[src/rtl/axilite_m.sv]
// AXI-Lite initiator: one single-beat read/write in flight,
// command/response ports with valid/ready, watchdog on hung slaves.
module axilite_m #(
  parameter int ADDR_WIDTH     = 32,
  parameter int DATA_WIDTH     = 32,
  parameter int TIMEOUT_CYCLES = 256
) (
  input  logic                  m_axi_aclk,
  input  logic                  m_axi_aresetn,
  input  logic                  cmd_valid,
  output logic                  cmd_ready,
  input  logic                  cmd_write,
  input  logic [ADDR_WIDTH-1:0] cmd_addr,
  input  logic [DATA_WIDTH-1:0] cmd_wdata,
  output logic                  rsp_valid,
  input  logic                  rsp_ready,
  output logic [DATA_WIDTH-1:0] rsp_rdata,
  output logic [1:0]            rsp_resp,
  output logic                  rsp_timeout,
  output logic                  m_axi_awvalid,
  input  logic                  m_axi_awready,
  output logic [ADDR_WIDTH-1:0] m_axi_awaddr,
  output logic                  m_axi_wvalid,
  input  logic                  m_axi_wready,
  output logic [DATA_WIDTH-1:0] m_axi_wdata,
  input  logic                  m_axi_bvalid,
  output logic                  m_axi_bready,
  input  logic [1:0]            m_axi_bresp,
  output logic                  m_axi_arvalid,
  input  logic                  m_axi_arready,
  output logic [ADDR_WIDTH-1:0] m_axi_araddr,
  input  logic                  m_axi_rvalid,
  output logic                  m_axi_rready,
  input  logic [DATA_WIDTH-1:0] m_axi_rdata,
  input  logic [1:0]            m_axi_rresp
);

  typedef enum logic [2:0] {
    IDLE, WR_REQ, WR_RESP, RD_REQ, RD_DATA, RSP
  } state_t;

  localparam bit        WD_EN  = (TIMEOUT_CYCLES != 0);
  localparam logic [15:0] WD_LIM = 16'(TIMEOUT_CYCLES - 1);

  state_t state, state_n;
  logic aw_done, w_done;
  logic aw_hs, w_hs;
  logic wd_hit, tmo;
  logic [15:0] wd_cnt;
  logic [ADDR_WIDTH-1:0] addr_q;
  logic [DATA_WIDTH-1:0] wdata_q;
  logic [DATA_WIDTH-1:0] rdata_q;
  logic [1:0] resp_q;
  logic to_q;

  assign cmd_ready     = (state == IDLE);
  assign m_axi_awvalid = (state == WR_REQ) && !aw_done;
  assign m_axi_wvalid  = (state == WR_REQ) && !w_done;
  assign m_axi_bready  = (state == WR_RESP);
  assign m_axi_arvalid = (state == RD_REQ);
  assign m_axi_rready  = (state == RD_DATA);
  assign m_axi_awaddr  = addr_q;
  assign m_axi_araddr  = addr_q;
  assign m_axi_wdata   = wdata_q;
  assign rsp_valid     = (state == RSP);
  assign rsp_rdata     = rdata_q;
  assign rsp_resp      = resp_q;
  assign rsp_timeout   = to_q;

  assign aw_hs  = m_axi_awvalid && m_axi_awready;
  assign w_hs   = m_axi_wvalid && m_axi_wready;
  assign wd_hit = WD_EN && (wd_cnt == WD_LIM);

  always_comb begin
    state_n = state;
    tmo     = 1'b0;
    case (state)
      IDLE:
        if (cmd_valid) state_n = cmd_write ? WR_REQ : RD_REQ;
      WR_REQ:
        if ((aw_done || aw_hs) && (w_done || w_hs)) state_n = WR_RESP;
        else if (wd_hit) begin state_n = RSP; tmo = 1'b1; end
      WR_RESP:
        if (m_axi_bvalid) state_n = RSP;
        else if (wd_hit) begin state_n = RSP; tmo = 1'b1; end
      RD_REQ:
        if (m_axi_arready) state_n = RD_DATA;
        else if (wd_hit) begin state_n = RSP; tmo = 1'b1; end
      RD_DATA:
        if (m_axi_rvalid) state_n = RSP;
        else if (wd_hit) begin state_n = RSP; tmo = 1'b1; end
      RSP:
        if (rsp_ready) state_n = IDLE;
      default:
        state_n = IDLE;
    endcase
  end

  always_ff @(posedge m_axi_aclk or negedge m_axi_aresetn) begin
    if (!m_axi_aresetn) begin
      state   <= IDLE;
      wd_cnt  <= '0;
      aw_done <= 1'b0;
      w_done  <= 1'b0;
      addr_q  <= '0;
      wdata_q <= '0;
      rdata_q <= '0;
      resp_q  <= '0;
      to_q    <= 1'b0;
    end else begin
      state <= state_n;
      // counter restarts on every state change, so it times each state
      if (state_n != state) wd_cnt <= '0;
      else if (state != IDLE && state != RSP) wd_cnt <= wd_cnt + 16'd1;
      if (state == IDLE) begin
        aw_done <= 1'b0;
        w_done  <= 1'b0;
        if (cmd_valid) begin
          addr_q  <= cmd_addr;
          wdata_q <= cmd_wdata;
        end
      end else if (state == WR_REQ) begin
        aw_done <= aw_done || aw_hs;
        w_done  <= w_done || w_hs;
      end
      if (tmo) begin
        rdata_q <= '0;
        resp_q  <= 2'b10;
        to_q    <= 1'b1;
      end else if (state == WR_RESP && m_axi_bvalid) begin
        rdata_q <= '0;
        resp_q  <= m_axi_bresp;
        to_q    <= 1'b0;
      end else if (state == RD_DATA && m_axi_rvalid) begin
        rdata_q <= m_axi_rdata;
        resp_q  <= m_axi_rresp;
        to_q    <= 1'b0;
      end else if (state == RSP && rsp_ready) begin
        to_q <= 1'b0;
      end
    end
  end

endmodule

[config.mk]
export PLATFORM = sky130hd
export DESIGN_NAME = axilite_m
export DESIGN_NICKNAME = d
export VERILOG_FILES = /design/src/rtl/axilite_m.sv
export SDC_FILE = /design/constraint.sdc
export NUM_CORES = 1
export LEC_CHECK = 0
export CAP_MARGIN = 0
export CORE_MARGIN = 10
export CORE_UTILIZATION = 36
export CTS_CLUSTER_SIZE = 14
export DETAILED_ROUTE_END_ITERATION = 8
export GPL_TIMING_DRIVEN = 0
export HOLD_SLACK_MARGIN = 0.03
export PLACE_DENSITY = 0.82
export SLEW_MARGIN = 20
export SYNTH_ARGS = -nofsm -noshare
export SYNTH_HDL_FRONTEND = slang
export SYNTH_SLANG_ARGS = --single-unit
[constraint.sdc]
create_clock -name m_axi_aclk -period 2.13 [get_ports m_axi_aclk]
set_input_delay 0.3195 -clock m_axi_aclk [delete_from_list [all_inputs] [get_ports m_axi_aclk]]
set_output_delay 0.3195 -clock m_axi_aclk [all_outputs]
set_load 0.02 [all_outputs]
==> run_results.csv <==
group,metric,value,unit
status,status,"finished clean",
placement,dp_hpwl,13800,µm
timing,rsz0062_at_grt,"no",
setup_path,required,1.81,ns
placement,place_inst,1034,
placement,portBuffers,247,
setup_path,cp_cell_sequence,"and2b_1, and2_1, clkdlybuf4s15_1",
cts,tritoncts,"yes",
layout,drive_above_1_share,13.9,%
setup_path,cp_top_family,"simple AND/OR/NAND/NOR gates",
placement,gp_congestion,0.842,
layout,mostFrequentLayoutCells,"277 x nand2_1, 239 x clkdlybuf4s50_1, 118 x dfrtp_1, 34 x buf_4, 26 x a21oi_1",
synthesis,synth_edf_count,0,
floorplan,core_area,14700,µm²
route,drtIter0Drc,276,
synthesis,avgSynthCellArea,9.05,µm²
timing,fin_crit_sh,95.4,%
power,p_leak,0.00409,µW
synthesis,netlist_area,5450,µm²
cts,htreeDepth,4,
route,final_antenna_net_count,0,
layout,antenna_cells,0,
power,vdd_drop_max,0.862,mV
synthesis,async_flop_share,100,%
cts,cts_buffers,17,
synthesis,synthCells,602,
route,firstDrtPassIters,4,
synthesis,ys.flop_type,"dfrtp_1",
power,finalPower,13900,µW
synthesis,ys_ff_latch,120,
grt,grt_pass1_vias,5138,
timing,fmax,0.492,GHz
grt,grt_pass1_wl,28000,µm
route,num_vias,5004,
cts,cts.path.max_buffers,2,
timing,fin_crit,2.03,ns
floorplan,initial_core_util,37.1,%
synthesis,yosysWarnings,0,
synthesis,ys_seq_area_share,55.1,%
floorplan,die_h,143,µm
grt,grt_max_degree,71,
timing,hold_violations,0,
timing,worst_slew_pin_slew,0.502,ns
cts,clk_latency,0.41,ns
route,viasPerCell,4.69,
hold_path,min_path_type,"in2async",
grt,grt.total_usage,17.5,%
layout,final_util,59.8,%
route,routed_wirelength,18200,µm
setup_path,crit_path_max_incr_delay,0.46,ns
timing,finalSetupViolations,0,
setup_path,critPathArrivalTime,1.71,ns
setup_path,crit_path_top_delay_cell,"dfrtp_2",
floorplan,dieArea,20400,µm²
setup_path,critPathCaptureType,"primary output",
cts,cts_setup_buffers,0,
setup_path,worstSetupPathType,"reg2out",
setup_path,crit_path_start_kind,"register",
floorplan,io-pin-count,248,
route,wl_per_cell,17.1,µm
setup_path,crit_fanout,6,
floorplan,rows,44,
grt,antenna_found_initial,0,
power,powerDensity,1580,nW/µm²
setup_path,cp.buffers_inverters,1,
synthesis,synth_nets,713,
cts,cts-root-buf,"clkbuf_16",
timing,skew,0.00766,ns
layout,final_common_cell,"nand2_1",
layout,syn_to_final_growth,61.4,%
cts,cts.sink_count,120,
floorplan,die_w,143,µm
timing,max_slew_margin,66.5,%
grt,overflow,0,
cts,clkTransAtPathRegs,0.05,ns
layout,fin_nets,981,
route,drc_errors,0,
synthesis,synth_cell_types,47,
flow_run,maxCapViolations,0,
timing,slew_viol_final,0,
layout,finalNonFillerCells,1066,
## layer usage
metal	track usage (%)	wire, µm	vias up
met3	7.63	1700	20
met4	4.89	233	0
met1	19.8	7120	2386
li1	-	-	2418
met2	29.3	9170	180
met5	0	0	-
## synth_stat cells, drive strengths merged, types with 2 or more instances
| cell | count | share of area (%) |
|---|---|---|
| nand2 | 278 | 19 |
| nand4 | 7 | 0.92 |
| nor2 | 25 | 2.0 |
| xnor2 | 5 | 0.80 |
| xor2 | 11 | 1.8 |
| nor3 | 5 | 0.55 |
| nand2b | 4 | 0.46 |
| o21ai | 3 | 0.28 |
| a22oi | 3 | 0.51 |
| o211ai | 3 | 0.51 |
| nor2b | 2 | 0.23 |
| and2b | 2 | 0.32 |
| mux2i | 3 | 0.55 |
| a21oi | 36 | 4.0 |
| clkbuf | 7 | 0.48 |
| inv | 2 | 0.14 |
| nand3 | 8 | 0.74 |
| nor3b | 2 | 0.28 |
| a31o | 2 | 0.32 |
| and2 | 3 | 0.34 |
| dfrtp | 120 | 55 |
| buf | 56 | 7.4 |
## worst reg2reg max path, cell delays in order (launching register included)
cell	delay [ns]
dfrtp_1	0.41
ha_1	0.23
and4b_1	0.24
nand4_2	0.19
a22oi_1	0.26
nand3b_4	0.23
buf_6	0.17
nor2_1	0.06
## repair_timing
item,in CTS,in global routing
cloned,0,0
hold buffers,1,0
endpoints found under the hold margin,50,0
gates resized for setup,18,7
setup endpoints to repair,7,4
## area by class of cell
class / instances / area (µm²)
fill: 1259 / 5910
sequential: 120 / 3010
timing repair buffer: 249 / 2490
multi-input combinational: 417 / 2020
clock buffer: 24 / 512
buffer: 63 / 429
tap: 184 / 230
clock inverter: 7 / 90.1
inverter: 2 / 7.51
## sequential cells by signal, indices dropped and copies added (netlist names)
| signal | flops |
|---|---|
| m_axi_araddr | 32 |
| m_axi_wdata | 32 |
| rsp_rdata | 32 |
| wd_cnt | 16 |
| state | 3 |
| rsp_resp | 2 |
| aw_done | 1 |
| rsp_timeout | 1 |
| w_done | 1 |
## power breakdown
group          total (µW)  internal [µW]  switching, µW
Sequential           3870           3230            637
Combinational        7130           3360           3770
Clock                2890           1900            991
## logic make-up (layout without fill, tap and decap cells)
logic type,count (synthesis),count (layout),share of synthesized area [%]
AND/OR/NAND/NOR,344,344,26.9
multiplexers,3,3,0.551
adder cells (fa/ha/maj),1,1,0.230
XOR/XNOR,16,16,2.57
buffers and inverters,65,345,8.02
flip-flops,120,120,55.1
AO/OA/AOI/OAI,53,53,6.64
## stage by stage
stage          hold WS [ns]  setup slack [ns]  cell area (µm²)  setup TNS, ns
6_report              0.417            0.0984             8790              0
5_1_grt               0.415           0.00290             8790              0
4_1_cts               0.414           0.00129             8810              0
3_5_place_dp          0.293            0.0181             8180              0
3_3_place_gp          0.457             -4.07             8150        -486.63
2_1_floorplan        0.0239             0.135             5450              0
## path summary, 6_finish.rpt
| path | from | to | slack (ns) | cells past startpoint |
|---|---|---|---|---|
| worst max-delay path | state[2] | m_axi_arvalid | 0.1 | 3 |
| worst min-delay path | m_axi_aresetn | m_axi_araddr[13] | 0.42 | 2 |
| worst max register to register | wd_cnt[0] | wd_cnt[5] | 0.23 | 7 |
| worst min register to register | m_axi_wdata[26] | m_axi_wdata[26] | 0.47 | 2 |
| max in group asynchronous | m_axi_aresetn | state[1] | 0.96 | 3 |
| min in group m_axi_aclk | cmd_addr[31] | m_axi_araddr[31] | 0.43 | 3 |
Note: power is estimated with default switching activity, not from simulation.
